### src/rtl/dm_pkg.sv
// rtl/dm_pkg.sv - shared constants, state enum and code helpers for the data-memory access arbiter
//
// Purpose: access codes, exception codes, the address map and the arbiter
// state enum used by dm_access_arbiter and dm_subword_unit.
// Ports: none (package).
package dm_pkg;

  localparam logic [3:0] CODE_LW  = 4'b0000;
  localparam logic [3:0] CODE_SW  = 4'b0001;
  localparam logic [3:0] CODE_LH  = 4'b0010;
  localparam logic [3:0] CODE_LB  = 4'b0011;
  localparam logic [3:0] CODE_LHU = 4'b0100;
  localparam logic [3:0] CODE_LBU = 4'b0101;
  localparam logic [3:0] CODE_SH  = 4'b0110;
  localparam logic [3:0] CODE_SB  = 4'b0111;
  localparam logic [3:0] CODE_NO  = 4'b1000;

  localparam logic [1:0] EXC_NONE  = 2'b00;
  localparam logic [1:0] EXC_LOAD  = 2'b10;
  localparam logic [1:0] EXC_STORE = 2'b11;

  localparam logic [31:0] DM_TOP    = 32'h0000_2FFF;
  localparam logic [31:0] TMR0_BASE = 32'h0000_7F00;
  localparam logic [31:0] TMR1_BASE = 32'h0000_7F10;

  typedef enum logic [1:0] {
    ST_IDLE   = 2'd0,
    ST_ACCESS = 2'd1,
    ST_MERGE  = 2'd2,
    ST_RESP   = 2'd3
  } dm_state_t;

  function automatic logic code_is_store(input logic [3:0] code);
    return (code == CODE_SW) || (code == CODE_SH) || (code == CODE_SB);
  endfunction

  function automatic logic code_is_word(input logic [3:0] code);
    return (code == CODE_LW) || (code == CODE_SW);
  endfunction

  function automatic logic code_is_half(input logic [3:0] code);
    return (code == CODE_LH) || (code == CODE_LHU) || (code == CODE_SH);
  endfunction

endpackage

### src/rtl/dm_subword_unit.sv
// rtl/dm_subword_unit.sv - combinational sub-word load extension and store lane merge
//
// Purpose: extracts the addressed byte/half from a memory word and sign- or
// zero-extends it for loads; builds the word to write back for sh/sb by
// replacing the addressed lane of the old word with the store data.
// Ports:
//   i_code   access code of the latched request
//   i_lane   byte address bits [1:0]
//   i_word   memory word (read data for loads, captured old word for merges)
//   i_wdata  right-aligned store data
//   o_load   extended load result (whole word for lw)
//   o_merged word to write (store data as-is for sw)
module dm_subword_unit
  import dm_pkg::*;
(
  input  logic [3:0]  i_code,
  input  logic [1:0]  i_lane,
  input  logic [31:0] i_word,
  input  logic [31:0] i_wdata,
  output logic [31:0] o_load,
  output logic [31:0] o_merged
);

  logic [7:0]  w_byte;
  logic [15:0] w_half;

  always_comb begin
    w_byte = i_word[{i_lane, 3'b000} +: 8];
    w_half = i_lane[1] ? i_word[31:16] : i_word[15:0];

    o_load = i_word;
    case (i_code)
      CODE_LB:  o_load = {{24{w_byte[7]}}, w_byte};
      CODE_LBU: o_load = {24'h000000, w_byte};
      CODE_LH:  o_load = {{16{w_half[15]}}, w_half};
      CODE_LHU: o_load = {16'h0000, w_half};
      default:  o_load = i_word;
    endcase

    o_merged = i_word;
    if (i_code == CODE_SB) begin
      o_merged[{i_lane, 3'b000} +: 8] = i_wdata[7:0];
    end else if (i_code == CODE_SH) begin
      if (i_lane[1]) begin
        o_merged[31:16] = i_wdata[15:0];
      end else begin
        o_merged[15:0] = i_wdata[15:0];
      end
    end else begin
      o_merged = i_wdata;
    end
  end

endmodule

### src/rtl/dm_access_arbiter.sv
// rtl/dm_access_arbiter.sv - two-master arbiter and sequencer for data memory and timer windows
//
// Purpose: grants one of two requesters (m0 CPU, m1 debug/loader), decodes
// the address map, flags range/alignment faults, performs word and sub-word
// loads and stores (sh/sb as read-modify-write) and pulses the owner's done.
// Build option: FIXED_PRIO_EN - when defined, m0 always wins simultaneous
// requests and the round-robin pointer does not exist.
// Ports:
//   clk, reset             clock, synchronous active-high reset
//   mX_req/addr/wdata/code request handshake and fields per master
//   mX_done                one-cycle completion pulse to the owner
//   rdata, exc             load result and exception code, valid with done
//   mem_addr/wdata/we      word-indexed single-port data memory
//   mem_rdata              combinational memory read data
//   dev_sel/addr/we        timer window select, word within window, write strobe
//   dev_rdata              read data of the selected timer
module dm_access_arbiter
  import dm_pkg::*;
(
  input  logic        clk,
  input  logic        reset,
  input  logic        m0_req,
  input  logic [31:0] m0_addr,
  input  logic [31:0] m0_wdata,
  input  logic [3:0]  m0_code,
  output logic        m0_done,
  input  logic        m1_req,
  input  logic [31:0] m1_addr,
  input  logic [31:0] m1_wdata,
  input  logic [3:0]  m1_code,
  output logic        m1_done,
  output logic [31:0] rdata,
  output logic [1:0]  exc,
  output logic [11:0] mem_addr,
  output logic [31:0] mem_wdata,
  output logic        mem_we,
  input  logic [31:0] mem_rdata,
  output logic [1:0]  dev_sel,
  output logic        dev_addr,
  output logic        dev_we,
  input  logic [31:0] dev_rdata
);

  dm_state_t   r_state;
  dm_state_t   w_next;
  logic        r_owner;
  logic [31:0] r_addr;
  logic [31:0] r_wdata;
  logic [3:0]  r_code;
  logic [31:0] r_word;
  logic [31:0] r_rdata;
  logic [1:0]  r_exc;

  logic        w_m0_ok;
  logic        w_m1_ok;
  logic        w_grant;
  logic        w_pick_m1;
  logic        w_in_dm;
  logic        w_in_t0;
  logic        w_in_t1;
  logic        w_in_tmr;
  logic        w_is_store;
  logic        w_is_word;
  logic        w_is_half;
  logic        w_misalign;
  logic        w_fault;
  logic [31:0] w_rd_word;
  logic [31:0] w_sw_word;
  logic [31:0] w_load;
  logic [31:0] w_merged;

  // Codes above sb (including "no") are not accesses and are never granted.
  assign w_m0_ok = m0_req && (m0_code <= CODE_SB);
  assign w_m1_ok = m1_req && (m1_code <= CODE_SB);
  assign w_grant = w_m0_ok || w_m1_ok;

`ifdef FIXED_PRIO_EN
  assign w_pick_m1 = w_m1_ok && !w_m0_ok;
`else
  // r_rr = 1 gives m1 priority; it only moves when both masters contend.
  logic r_rr;
  assign w_pick_m1 = w_m1_ok && (!w_m0_ok || r_rr);

  always_ff @(posedge clk) begin
    if (reset) begin
      r_rr <= 1'b0;
    end else if ((r_state == ST_IDLE) && w_m0_ok && w_m1_ok) begin
      r_rr <= !w_pick_m1;
    end
  end
`endif

  // Address classification of the latched request.
  assign w_in_dm    = (r_addr <= DM_TOP);
  assign w_in_t0    = (r_addr[31:3] == TMR0_BASE[31:3]);
  assign w_in_t1    = (r_addr[31:3] == TMR1_BASE[31:3]);
  assign w_in_tmr   = w_in_t0 || w_in_t1;
  assign w_is_store = code_is_store(r_code);
  assign w_is_word  = code_is_word(r_code);
  assign w_is_half  = code_is_half(r_code);
  assign w_misalign = (w_is_word && (r_addr[1:0] != 2'b00)) || (w_is_half && r_addr[0]);
  // Timers are word-only registers, so any sub-word code to them faults.
  assign w_fault    = !(w_in_dm || w_in_tmr) || w_misalign || (!w_is_word && w_in_tmr);

  assign w_rd_word  = w_in_dm ? mem_rdata : dev_rdata;
  // One lane unit serves both: live read data in ACCESS, captured old word in MERGE.
  assign w_sw_word  = (r_state == ST_MERGE) ? r_word : w_rd_word;

  dm_subword_unit u_subword (
    .i_code   (r_code),
    .i_lane   (r_addr[1:0]),
    .i_word   (w_sw_word),
    .i_wdata  (r_wdata),
    .o_load   (w_load),
    .o_merged (w_merged)
  );

  assign mem_addr = r_addr[13:2];
  assign dev_addr = r_addr[2];
  assign rdata    = r_rdata;
  assign exc      = r_exc;
  assign m0_done  = (r_state == ST_RESP) && !r_owner && !reset;
  assign m1_done  = (r_state == ST_RESP) &&  r_owner && !reset;

  always_ff @(posedge clk) begin
    if (reset) begin
      r_state <= ST_IDLE;
    end else begin
      r_state <= w_next;
    end
  end

  always_comb begin
    w_next    = r_state;
    mem_we    = 1'b0;
    dev_we    = 1'b0;
    dev_sel   = 2'b00;
    mem_wdata = r_wdata;
    case (r_state)
      ST_IDLE: begin
        if (w_grant) begin
          w_next = ST_ACCESS;
        end
      end
      ST_ACCESS: begin
        if (!w_fault) begin
          dev_sel = w_in_t0 ? 2'b01 : (w_in_t1 ? 2'b10 : 2'b00);
          mem_we  = (r_code == CODE_SW) && w_in_dm;
          dev_we  = (r_code == CODE_SW) && w_in_tmr;
        end
        if (!w_fault && ((r_code == CODE_SH) || (r_code == CODE_SB))) begin
          w_next = ST_MERGE;
        end else begin
          w_next = ST_RESP;
        end
      end
      ST_MERGE: begin
        mem_we    = 1'b1;
        mem_wdata = w_merged;
        w_next    = ST_RESP;
      end
      ST_RESP: begin
        w_next = ST_IDLE;
      end
      default: begin
        w_next = ST_IDLE;
      end
    endcase
    // A reset in any state abandons the access without touching memory or timers.
    if (reset) begin
      mem_we  = 1'b0;
      dev_we  = 1'b0;
      dev_sel = 2'b00;
    end
  end

  always_ff @(posedge clk) begin
    if (reset) begin
      r_owner <= 1'b0;
      r_addr  <= 32'h0;
      r_wdata <= 32'h0;
      r_code  <= CODE_NO;
      r_word  <= 32'h0;
      r_rdata <= 32'h0;
      r_exc   <= EXC_NONE;
    end else begin
      if ((r_state == ST_IDLE) && w_grant) begin
        r_owner <= w_pick_m1;
        r_addr  <= w_pick_m1 ? m1_addr  : m0_addr;
        r_wdata <= w_pick_m1 ? m1_wdata : m0_wdata;
        r_code  <= w_pick_m1 ? m1_code  : m0_code;
      end
      if (r_state == ST_ACCESS) begin
        r_word <= mem_rdata;
        if (w_fault) begin
          r_rdata <= 32'h0;
          r_exc   <= w_is_store ? EXC_STORE : EXC_LOAD;
        end else begin
          r_rdata <= w_is_store ? 32'h0 : w_load;
          r_exc   <= EXC_NONE;
        end
      end
    end
  end

endmodule

### config.mk
export PLATFORM = sky130hd
export DESIGN_NAME = dm_access_arbiter
export DESIGN_NICKNAME = d
export VERILOG_FILES = /design/src/rtl/dm_pkg.sv /design/src/rtl/dm_subword_unit.sv /design/src/rtl/dm_access_arbiter.sv
export SDC_FILE = /design/constraint.sdc
export NUM_CORES = 1
export LEC_CHECK = 0
export BUFFER_PORTS_ARGS = -buffer_cell sky130_fd_sc_hd__buf_2
export CORE_UTILIZATION = 56
export CTS_BUF_LIST = sky130_fd_sc_hd__clkbuf_8
export DETAILED_ROUTE_END_ITERATION = 10
export HOLD_SLACK_MARGIN = 0.03
export PLACE_DENSITY = 0.87
export SETUP_SLACK_MARGIN = 0.2
export SYNTH_ARGS = -nofsm -noshare
export SYNTH_HDL_FRONTEND = slang
export SYNTH_SLANG_ARGS = --single-unit
### constraint.sdc
create_clock -name clk -period 5.4 [get_ports clk]
set_input_delay 0.81 -clock clk [delete_from_list [all_inputs] [get_ports clk]]
set_output_delay 0.81 -clock clk [all_outputs]
set_load 0.005 [all_outputs]
**Word level (Yosys, flattened, before mapping)**

Cells that the tools add are included.

- $add $sub $neg: 1
- $mul: 0
- Div/mod/pow operators: 0
- Order comparisons: 3
- Equality and inequality tests: 13
- Shift operators: 3
- Muxes and demuxes: 31
- Bitwise operators: 0
- Reduce and logical (&&, ||, !) cells: 39

Operators with widths:

| cell | count |
|---|---|
| $mux W32 | 9 |
| $pmux W32 S4 | 1 |
| $eq A29 B12 Y1 const B | 2 |
| $mux W16 | 3 |
| $bwmux W32 | 1 |
| $le A32 B14 Y1 const B | 1 |
| $shift A8 B7 Y32 const A | 1 |
| $shiftx A32 B6 Y8 | 1 |
| $shiftx A8 B7 Y32 | 1 |
| $eq A4 B3 Y1 const B | 4 |
| $logic_and A1 B1 Y1 | 16 |
| $mux W2 | 7 |
| $logic_or A1 B1 Y1 | 13 |
| $eq A4 B2 Y1 const B | 2 |
| $le A4 B3 Y1 const B | 2 |
| $pmux W2 S4 | 1 |
| $logic_not A1 Y1 | 7 |
| $mux W1 | 7 |
| $neg A5 Y7 | 1 |
| $eq A2 B2 Y1 const B | 2 |
| $eq A4 B1 Y1 const B | 1 |
| $logic_not A4 Y1 | 1 |
| $mux W4 | 1 |
| $eq A2 B1 Y1 const B | 1 |
| other kinds (4) | 4 |

- Flip-flop bits (word level): 138
- Latch bits: 0
- RAM bits: 0
- Memory bits (read-only): 0
- Input port bits: 204
- Output and inout port bits: 85
- Logic and storage cells: 99
- Memories: 0

**Logic depth before layout (Yosys ltp)**

Gate-level depths: netlist of the first run.

- Word-level depth: 11
- Depth in mapped cells: 12
- Mapped depth without buffers: 9

**By module**

A second synthesis of the first run with hierarchy kept.

- Cells, all modules: 940
- Area total of the unflattened synthesis: 8450.6 um^2

Modules (own cells, without submodules):

| module | times used | cells an instance | area each (um^2) | seq. area each (um^2) |
|---|---|---|---|---|
| dm_access_arbiter | 1 | 708 | 6774.0 | 2762.6 |
| dm_subword_unit | 1 | 232 | 1676.6 | 0.0 |

**Worst setup path before layout of the first run**

No wires, ideal clock.

- Kind: register to output
- Start: reg r_state[0]
- End: out mem_wdata[6]
- Data arrival time: 2.360 ns
- Data required time: 4.590 ns
- Slack: 2.230 ns
- Stages on the path, launching flop included: 10
- Buffers on the path: 2
- Cells stage by stage: dfxtp_1 inv_1 ha_1 buf_2 inv_1 clkbuf_1 a211oi_1 a21boi_1 a21o_1 a22o_1

- Word-level cells in the longest chain between the ends: 6
- Elaborated cells between the ends (all ways): 7
- Classes of those cells: 1 x eq/ne; 6 x mux

Ends and longest elaborated chain:

| item | RTL line | source |
|---|---|---|
| start, declared | dm_access_arbiter.sv:44 | `dm_state_t r_state;` |
| start signal, assigned | dm_access_arbiter.sv:129 | `r_state <= w_next;` |
| $eq A2 B2 Y1 * | dm_access_arbiter.sv:107, dm_access_arbiter.sv:139 |  |
| $mux W32 | dm_access_arbiter.sv:107 | `assign w_sw_word = (r_state == ST_MERGE) ? r_word : w_rd_word;` |
| $mux W16 | dm_subword_unit.sv:44 | `if (i_lane[1]) begin` |
| $mux W32 | dm_subword_unit.sv:43 | `end else if (i_code == CODE_SH) begin` |
| $mux W32 | dm_subword_unit.sv:41 | `if (i_code == CODE_SB) begin` |
| $mux W32 * | dm_access_arbiter.sv:139 | `case (r_state)` |
| end, declared | dm_access_arbiter.sv:35 | `output logic [31:0] mem_wdata,` |

Mark *: on every way between the ends. The rest lies on a longest branch, timed or not.

**Worst setup path after layout of the first run**

- Start: reg r_addr[1]
- End: out mem_wdata[14]

- Word-level cells in the longest chain between the ends: 7
- Elaborated cells between the ends (all ways): 11
- Classes of those cells: 1 x add/sub; 1 x order compare; 2 x shift; 7 x mux

Ends and longest elaborated chain:

| item | RTL line | source |
|---|---|---|
| start, declared | dm_access_arbiter.sv:47 | `logic [31:0] r_addr;` |
| start signal, assigned | dm_access_arbiter.sv:189 | `r_addr <= w_pick_m1 ? m1_addr : m0_addr;` |
| $le A32 B14 Y1 | dm_access_arbiter.sv:94 | `assign w_in_dm = (r_addr <= DM_TOP);` |
| $mux W32 | dm_access_arbiter.sv:105 | `assign w_rd_word = w_in_dm ? mem_rdata : dev_rdata;` |
| $mux W32 | dm_access_arbiter.sv:107 |  |
| $mux W16 | dm_subword_unit.sv:44 |  |
| $mux W32 | dm_subword_unit.sv:43 |  |
| $mux W32 * | dm_subword_unit.sv:41 |  |
| $mux W32 * | dm_access_arbiter.sv:139 |  |

Marks and branches as above.

==> metrics.txt, run 1 <==
post-placement cell count 1,395; Min Clock Period, post-route 4.51 ns; synth warn 0; DRT iter0 DRCs 1,034; antenna violations before repair 1; remaining global-route overflow 0; I/O pins 289; CTS Sinks 138; status finished clean; relative slew slack 0.219; syn avg cell area 8.20 sq um; Power, Total 4.45 mW; worst vdd ir 0.244 mV; vias per inst 6.14; Final period util 0.835; startpoint types register; Placed Area 9620 sq um; CTS tree yes; CP max FO 18; final core occ 0.712; via count 8,767; clk slew on worst S/H paths 0.09 ns; WL per Instance 18.9 microns; slowest CP cell dfxtp_1; unrepaired setup endpoints after global routing no; worst-case clock buffer depth 2; Worst EP required 4.59 ns; clk_skew 0.0139 ns; CTS root buffer clkbuf_8; Worst EP arrival 3.70 ns; largest net degree at the start of global routing 100; Crit Path Category register to output pin; Lkg Pwr 4.73 nW; core box area 14,100 sq um; H-tree levels 4; num rows 43; Post-synth ARST share 0; Hold EP rdata[28]; crit end category output pin; first-pass GRT wire length 40,900 microns; Routed Antenna Nets 0; Port Buffers 288; cts bufs inserted 17; sequential area share after synthesis 0.337; number of flops mapped to enable cells by yosys 0; most used cell, CP a21oi_1; all-layer global routing usage 0.356; Mapped Area 8210 sq um; PD cells 443 nW/um^2; endpoints failing setup 0; hold depth 2; r2r endpoint rdata[28]; Fillers 1,218; Main synth FF type dfxtp_1; # resized after CTS 0; first-pass iteration count of the detailed router 5; share of layout cells above drive strength 1 0.294; hold_ws 0.452 ns; post-CTS setup repair buffer count 0; clk_lat worst skew 0.48 ns; worst slew pin tran 1.17 ns; Mapped Nets 1,214; Area Overhead vs Synth 22.3%; register bit count reported by yosys 138; Max Fclk 0.222 GHz; Synth Instances 1,001; fin cells 1,428; vias in the first global route 7,923; Hold Startpoint rdata[28]; cts hold-fix bufs 0; Worst Hold Class register to register; post-route setup TNS 0 ns; post-DP HPWL 20,100 microns; DRC Markers 0; DIE HEIGHT 123 microns; die width 123 microns; cells along the critical path inv_1 > ha_1 > nand2_1 > nor3_1 > a21oi_1 > a21oi_1 > o32a_1 > buf_2; finished layout cell area 10,000 sq um; max-slew violations 0; Starting Density 0.582; Yosys cell types 69; worst r2r path cells 8; final worst slack 0.889 ns; slowest cell delay on critical path 0.79 ns; Final GP Congestion 0.991; Hold Fails Final Rpt 0; area of the die 15,100 sq um; fin nets 1,447; pre-CTS WS 1.59 ns; Routed WL 27,000 microns; max-cap viol count 0; RR Startpoint r_addr[27]; reg2reg setup slack 1.65 ns
-- synthesized netlist by cell type (10+ instances only) --
| cell type | instances | area share |
|---|---|---|
| nor2_1 | 175 | 0.080 |
| dfxtp_1 | 138 | 0.34 |
| mux2i_1 | 107 | 0.13 |
| nand2_1 | 78 | 0.036 |
| a211oi_1 | 74 | 0.068 |
| clkbuf_1 | 62 | 0.028 |
| o21ai_0 | 39 | 0.024 |
| a21oi_1 | 32 | 0.020 |
| nand3_1 | 27 | 0.016 |
| a221oi_1 | 16 | 0.017 |
| a221o_1 | 15 | 0.018 |
| buf_4 | 13 | 0.012 |
| and2_1 | 12 | 0.0091 |
| inv_1 | 12 | 0.0055 |
| a21o_1 | 11 | 0.010 |
| a31oi_1 | 11 | 0.0084 |
| o21ai_1 | 11 | 0.0067 |
| o21ai_2 | 10 | 0.011 |
-- where the power goes --
part	leakage, nW	internal [mW]	switching (mW)
Sequential	1.13	1.24	0.270
Clock	0.203	0.430	0.471
Combinational	3.40	0.794	1.24
-- cell usage in the layout, fill, tap and decap left out, types with 4 or more instances in the layout --
cell type,n
o21ai_2,10
o31a_1,7
o21bai_1,5
a221o_1,15
or3_1,4
nand3_1,27
nor2b_1,9
o221ai_1,6
buf_2,287
clkbuf_8,17
nor3_1,7
nand2b_1,9
a21oi_1,32
a22o_1,7
ha_1,7
mux2i_1,107
and2_1,11
a21boi_0,5
a2bb2oi_1,5
o31ai_1,7
a31oi_1,11
a221oi_1,16
inv_1,12
inv_8,5
buf_4,14
a2111oi_0,4
o32a_1,7
o21ai_1,10
nor2_1,174
dfxtp_1,138
and3_1,5
a21o_1,11
o21ai_0,39
nand2_1,78
a211oi_1,74
-- worst max-delay path, delay by kind of cell (launching register included) --
kind	cells	cell delay (ns)
buffers and inverters	2	0.58
adder cells (fa/ha/maj)	1	0.46
AND/OR/NAND/NOR	2	0.85
flip-flops	1	0.79
AO/OA/AOI/OAI	3	0.54
-- sequential cells by signal, indices dropped and copies added, names as in the netlist --
name	cells
exc	2
r_code	4
r_owner	1
r_wdata	32
r_word	32
rdata	32
r_state	2
r_rr	1
r_addr	32
-- cell type report --
| type | count | area (sq um) | share of cell area |
|---|---|---|---|
| Antenna cell | 1 | 2.50 | 0.000249 |
| Multi-Input combinational cell | 763 | 5030 | 0.501 |
| Sequential cell | 138 | 2760 | 0.275 |
| Clock buffer | 17 | 234 | 0.0233 |
| Timing Repair Buffer | 302 | 1560 | 0.155 |
| Clock inverter | 15 | 183 | 0.0182 |
| Tap cell | 180 | 225 | 0.0224 |
| Inverter | 12 | 45.0 | 0.00449 |
-- how the worst max path moves through the flow --
stage | startpoint | endpoint | slack (ns) | depth (start not counted)
6_report | r_addr[1] | mem_wdata[14] | 0.89 | 8
5_1_grt | r_addr[1] | mem_wdata[14] | 0.75 | 8
4_1_cts | r_addr[1] | mem_wdata[14] | 1.05 | 8
3_5_place_dp | r_addr[1] | mem_wdata[14] | 1.59 | 8
3_3_place_gp | r_addr[1] | mem_wdata[15] | 1.67 | 8
2_1_floorplan | r_state[0] | mem_wdata[6] | 2.23 | 9
-- cells by family (layout without fill, tap and decap cells) --
kind of cell,after synthesis,after routing,share of synthesized area
AND/OR/NAND/NOR,349,349,0.193
adder cells (fa/ha/maj),9,9,0.0137
AO/OA/AOI/OAI,297,297,0.271
other,0,1,0
XOR/XNOR,1,1,0.00107
buffers and inverters,100,346,0.0547
flip-flops,138,138,0.337
multiplexers,107,107,0.130
-- per-layer routing --
| metal | up-vias | track usage | routed length, microns |
|---|---|---|---|
| met5 | - | 0 | 0 |
| li1 | 4166 | - | - |
| met2 | 516 | 0.544 | 12000 |
| met1 | 4006 | 0.471 | 11200 |
| met3 | 79 | 0.0904 | 2830 |
| met4 | 0 | 0.163 | 1020 |
Power figures use the tool's default switching activity.
==> inputs of run 2 (changes only) <==
--- a/config.mk
+++ b/config.mk
@@ -6,11 +6,11 @@
 export NUM_CORES = 1
 export LEC_CHECK = 0
 export BUFFER_PORTS_ARGS = -buffer_cell sky130_fd_sc_hd__buf_2
-export CORE_UTILIZATION = 56
+export CORE_UTILIZATION = 47
 export CTS_BUF_LIST = sky130_fd_sc_hd__clkbuf_8
 export DETAILED_ROUTE_END_ITERATION = 10
 export HOLD_SLACK_MARGIN = 0.03
-export PLACE_DENSITY = 0.87
+export PLACE_DENSITY = 0.78
 export SETUP_SLACK_MARGIN = 0.2
 export SYNTH_ARGS = -nofsm -noshare
 export SYNTH_HDL_FRONTEND = slang
==> constraint.sdc (replaced) <==
create_clock -name clk -period 3.95 [get_ports clk]
set_input_delay 0.5925 -clock clk [delete_from_list [all_inputs] [get_ports clk]]
set_output_delay 0.5925 -clock clk [all_outputs]
set_load 0.005 [all_outputs]
==> run 2 against run 1 <==
- global-route usage decreased by 4.1 points
- sequential power increased by 35%
- flip-flop and latch count unchanged
- clock power increased by 25%
- worst hold slack got worse by 0.079 ns
- die area increased by 19%
- worst setup slack got worse by 0.71 ns
- final cell count increased by 4.1%
- highest routed layer unchanged
- clock skew increased by 0.0014 ns
==> metrics.txt, run 2 (same netlist as run 1, synthesis figures left out) <==
unrepaired setup endpoints after global routing yes; Final period util 0.954; clk_lat worst skew 0.48 ns (about the same); Lkg Pwr 4.80 nW (+1.4%); cts bufs inserted 17 (unchanged); clk_skew 0.0152 ns (+0.00137 ns); first-pass GRT wire length 43,500 microns (+6.5%); finished layout cell area 10,200 sq um (+1.6%); Min Clock Period, post-route 3.77 ns; Final GP Congestion 0.929 (-6.2%); antenna violations before repair 1 (unchanged); fin cells 1,486 (+4.1%); WL per Instance 19.4 microns (+2.3%); H-tree levels 4 (unchanged); commonest non-fill, non-tap cells in the layout buf_2 (287), nor2_1 (174), dfxtp_1 (138), mux2i_1 (107), nand2_1 (78); Routed WL 28,800 microns (+6.5%); pre-CTS WS 0.637 ns (-0.956 ns); post-placement cell count 1,453 (+4.2%); CTS root buffer clkbuf_8; DRT iter0 DRCs 1,227 (+19%); crit end category output pin; num rows 47 (+9.3%); startpoint types register; reg2reg setup slack 0.79 ns (-0.86 ns); worst vdd ir 0.244 mV (-0.23%); most common cell after layout, fill and taps aside buf_2; worst-case clock buffer depth 2 (unchanged); vias in the first global route 7,812 (-1.4%); Hold Fails Final Rpt 0 (unchanged); Max Fclk 0.265 GHz; cells along the critical path nor4_2 > and3_2 > nand2_4 > mux2i_1 > o21ai_0 > a221oi_1 > nor2_1 > buf_2; CTS tree yes; post-CTS setup repair buffer count 0 (unchanged); core box area 16,800 sq um (+19%); vias per inst 5.89 (-4.1%); Crit Path Category register to output pin; post-DP HPWL 22,000 microns (+9.5%); Worst Hold Class primary input to register; first-pass iteration count of the detailed router 9 (+4); Port Buffers 288 (unchanged); max-slew violations 0 (unchanged); relative slew slack 0.400 (+0.182); slowest CP cell o21ai_0; max-cap viol count 0 (unchanged); PD cells 596 nW/um^2 (+35%); area of the die 18,000 sq um (+19%); status finished clean; Area Overhead vs Synth 24.3%; remaining global-route overflow 0 (unchanged); I/O pins 289 (unchanged); Starting Density 0.488 (-0.0943); slowest cell delay on critical path 0.55 ns (-0.24 ns); post-route setup TNS 0 ns (unchanged); CP max FO 19 (+1); share of layout cells above drive strength 1 0.307 (+0.0124); all-layer global routing usage 0.315 (-0.0407); Placed Area 9810 sq um (+2.0%); Worst EP required 3.36 ns (-1.23 ns); Routed Antenna Nets 0 (unchanged); Worst EP arrival 3.18 ns (-0.52 ns); final worst slack 0.181 ns (-0.709 ns); via count 8,750 (-0.19%); DRC Markers 0 (unchanged); DIE HEIGHT 134 microns (+9.0%); cts hold-fix bufs 0 (unchanged); final core occ 0.607 (-0.106); clk slew on worst S/H paths 0.09 ns (about the same); fin nets 1,465 (+1.2%); die width 134 microns (+9.0%); CTS Sinks 138 (unchanged); largest net degree at the start of global routing 80 (-20%); endpoints failing setup 0 (unchanged); worst slew pin tran 0.877 ns (-0.294 ns)
## run 2: cell count changes in the layout (fill, tap and decap cells not counted), sizes merged
cell | before | now
bufinv | 2 | 1
buf | 302 | 320
clkbuf | 17 | 19
clkinvlp | 3 | 6
inv | 20 | 16
## run 2: report_power, final
group	switching, mW	leakage (nW)	internal, mW
clock	0.600	0.179	0.532
sequential	0.333	1.13	1.70
combinational	1.78	3.49	1.14
## run 2: critical path, delay by kind of cell, from the launching register on
kind            cells  cell delay [ns]
simple gates        4             1.32
compound gates      2             0.71
flops               1             0.33
mux                 1             0.18
buf+inv             1             0.13
## run 2: per-stage QoR
step | total power [mW] | hold WS [ns]
floorplan | 3.92 | 0.449
global placement | 4.85 | 0.429
detailed placement | 4.88 | 0.440
CTS | 6.00 | 0.364
global route | 6.43 | 0.391
finish | 6.08 | 0.373
## run 2: layer usage
| metal | part of all wire | GRT usage | vias to the layer above | wire [microns] |
|---|---|---|---|---|
| li1 | - | - | 4186 | - |
| met1 | 0.43 | 0.438 | 3966 | 12500 |
| met2 | 0.44 | 0.487 | 535 | 12800 |
| met3 | 0.096 | 0.0616 | 63 | 2770 |
| met4 | 0.026 | 0.106 | 0 | 750 |
| met5 | 0 | 0 | - | 0 |
## run 2: area by class of cell
type	instances	area [sq um]
Fill cell	1563	6620
Multi-Input combinational cell	763	5040
Sequential cell	138	2760
Timing Repair Buffer	320	1700
Tap cell	220	275
Clock buffer	19	262
Clock inverter	13	119
Inverter	12	45.0
Antenna cell	1	2.50
## run 2: path summary, 6_finish.rpt
| kind | from | end | depth (start not counted) |
|---|---|---|---|
| max | r_addr[27] | mem_wdata[21] | 8 |
| max reg2reg | r_addr[27] | rdata[16] | 8 |
| min reg2reg | rdata[22] | rdata[22] | 2 |
| min | mem_rdata[1] | r_word[1] | 3 |
## run 2: repair_timing
item                       4_1_cts  5_1_grt
pin swaps                        0        0
setup endpoints to repair        4        2
resized for setup                2        2
==> inputs of run 3 (changes only) <==
--- a/config.mk
+++ b/config.mk
@@ -10,7 +10,7 @@
 export CTS_BUF_LIST = sky130_fd_sc_hd__clkbuf_8
 export DETAILED_ROUTE_END_ITERATION = 10
 export HOLD_SLACK_MARGIN = 0.03
-export PLACE_DENSITY = 0.78
+export PLACE_DENSITY = 0.81
 export SETUP_SLACK_MARGIN = 0.2
 export SYNTH_ARGS = -nofsm -noshare
 export SYNTH_HDL_FRONTEND = slang
==> run 3 against run 2 <==
- via count shrank 0.42%
- cell area up 0.36%
- sequential power about the same
- fmax is 3.9% higher
- clock-buffer cell count shrank 2
- global-route usage down 0.21 points
- final cell count about the same
- utilization increased by 0.22 points
- non-clock buffer count down 2
==> metrics.txt, run 3 (same netlist as run 1, synthesis figures left out) <==
Port Buffers 288 (unchanged); all-layer global routing usage 0.313 (-0.00212); met3 WL 2470 microns (-11%); startpoint types register; largest net degree at the start of global routing 73 (-8.8%); Power, Total 6.17 mW (+1.4%); num rows 47 (unchanged); status finished clean; CP max FO 19 (unchanged); DRT iter0 DRCs 1,296 (+5.6%); Hold Fails Final Rpt 0 (unchanged); slowest CP cell o311ai_2; clk slew on worst S/H paths 0.08 ns (about the same); hold_ws 0.380 ns (+0.00715 ns); worst-case clock buffer depth 2 (unchanged); core box area 16,800 sq um (unchanged); final core occ 0.609 (+0.00216); Sequential Area 2760 sq um (unchanged); PD cells 603 nW/um^2 (+1.0%); most common cell after layout, fill and taps aside buf_2; Routed WL 28,000 microns (-2.8%); endpoints failing setup 0 (unchanged); area of the multi-input gates 5050 sq um (+0.15%); cts bufs inserted 17 (unchanged); Area Overhead vs Synth 24.7%; WP buf/inv 1 (unchanged); finished layout cell area 10,200 sq um (+0.36%); Final GP Congestion 0.913 (-1.8%); slowest cell delay on critical path 0.48 ns (-0.07 ns); Worst EP required 3.36 ns (about the same); Routed Antenna Nets 0 (unchanged); post-DP HPWL 21,300 microns (-3.2%); area of the die 18,000 sq um (unchanged); clk_lat worst skew 0.46 ns (-0.02 ns); vias in the first global route 7,822 (+0.13%); max-slew violations 0 (unchanged); Max Fclk 0.276 GHz (+3.9%); post-route setup TNS 0 ns (unchanged); worst vdd ir 0.238 mV (-2.4%); cells along the critical path nor4_2 > and3_2 > nand2_4 > o311ai_2 > o21ai_0 > a221oi_1 > nor2_1 > buf_2; die width 134 microns (unchanged); CTS root buffer clkbuf_8; Final period util 0.919 (-0.0354); fin nets 1,463 (-0.14%); CTS Sinks 138 (unchanged); vias per inst 5.87 (-0.36%); clk_skew 0.0101 ns (-0.00510 ns); Max Used Layer met4; I/O pins 289 (unchanged); metal2 WL 12,300 microns (-3.9%); Worst EP arrival 3.04 ns (-0.14 ns); first-pass GRT wire length 43,200 microns (-0.82%); post-CTS setup repair buffer count 0 (unchanged); antenna violations before repair 2 (+1); Fillers 1,508 (-3.5%); met1 wire length 12,300 microns (-1.2%); CTS tree yes; share of layout cells above drive strength 1 0.304 (-0.00268); H-tree levels 4 (unchanged); DIE HEIGHT 134 microns (unchanged); via count 8,713 (-0.42%); crit end category output pin; Starting Density 0.488 (unchanged); max-cap viol count 0 (unchanged); WL per Instance 18.8 microns (-2.7%); Lkg Pwr 4.81 nW (+0.36%); cts hold-fix bufs 0 (unchanged); relative slew slack 0.408 (+0.00754); first-pass iteration count of the detailed router 6 (-3); Crit Path Category register to output pin; remaining global-route overflow 0 (unchanged); Worst Hold Class primary input to register; Min Clock Period, post-route 3.63 ns (-0.140 ns); worst slew pin tran 0.887 ns (+0.0104 ns); Placed Area 9810 sq um (about the same); critical path's top delay family simple AND/OR/NAND/NOR gates; commonest non-fill, non-tap cells in the layout buf_2 (287), nor2_1 (174), dfxtp_1 (138), mux2i_1 (107), nand2_1 (78); DRC Markers 0 (unchanged); unrepaired setup endpoints after global routing yes
run 3: changes by cell type in the layout (fill, tap and decap cells not counted), moves of 2 or more:
cell / delta
clkinvlp_4: -4
buf_4: -3
bufinv_16: +2
clkbuf_8: -2
clkinv_4: +2
run 3: path summary, 6_finish.rpt:
kind / slack (ns) / cells past startpoint / startpoint / to
min reg2reg: 0.45 / 2 / rdata[21] / rdata[21]
min: 0.38 / 3 / mem_rdata[18] / r_word[18]
max: 0.32 / 8 / r_addr[27] / mem_wdata[23]
max reg2reg: 0.87 / 8 / r_addr[27] / rdata[17]
run 3: stage by stage:
stage	instances	setup slack [ns]
after global routing	1485	0.151
after floorplan	1001	0.997
final	1485	0.321
after global placement	1451	0.671
after CTS	1483	0.264
after detailed placement	1451	0.519
run 3: worst reg2reg max path: cells and delay by family, from the launching register on:
family	cells	cell delay [ns]
AOI/OAI and AO/OA	4	1.26
DFF	1	0.32
buffers and inverters	1	0.30
and+or+nand+nor	3	1.09
run 3: timing repair:
action                                  in CTS  in global routing
resized for setup                            2                  5
endpoints found under the setup margin       8                  9
endpoints found under the hold margin        0                  0
run 3: layout make-up:
type,count,share of cell area
Tap cell,220,0.0269
Timing Repair Buffer,318,0.165
Clock buffer,17,0.0229
Sequential cell,138,0.270
Inverter,12,0.00440
Antenna cell,2,0.000489
Clock inverter,15,0.0171
Multi-Input combinational cell,763,0.493
run 3: layer usage:
metal	track usage	vias to the layer above
met2	0.467	498
met3	0.0605	58
met5	0	-
met1	0.440	3971
li1	-	4186
met4	0.132	0
run 3: report_power, final:
group | switching, mW | internal, mW
sequential | 0.349 | 1.70
clock | 0.605 | 0.625
combinational | 1.74 | 1.15
total | 2.70 | 3.47
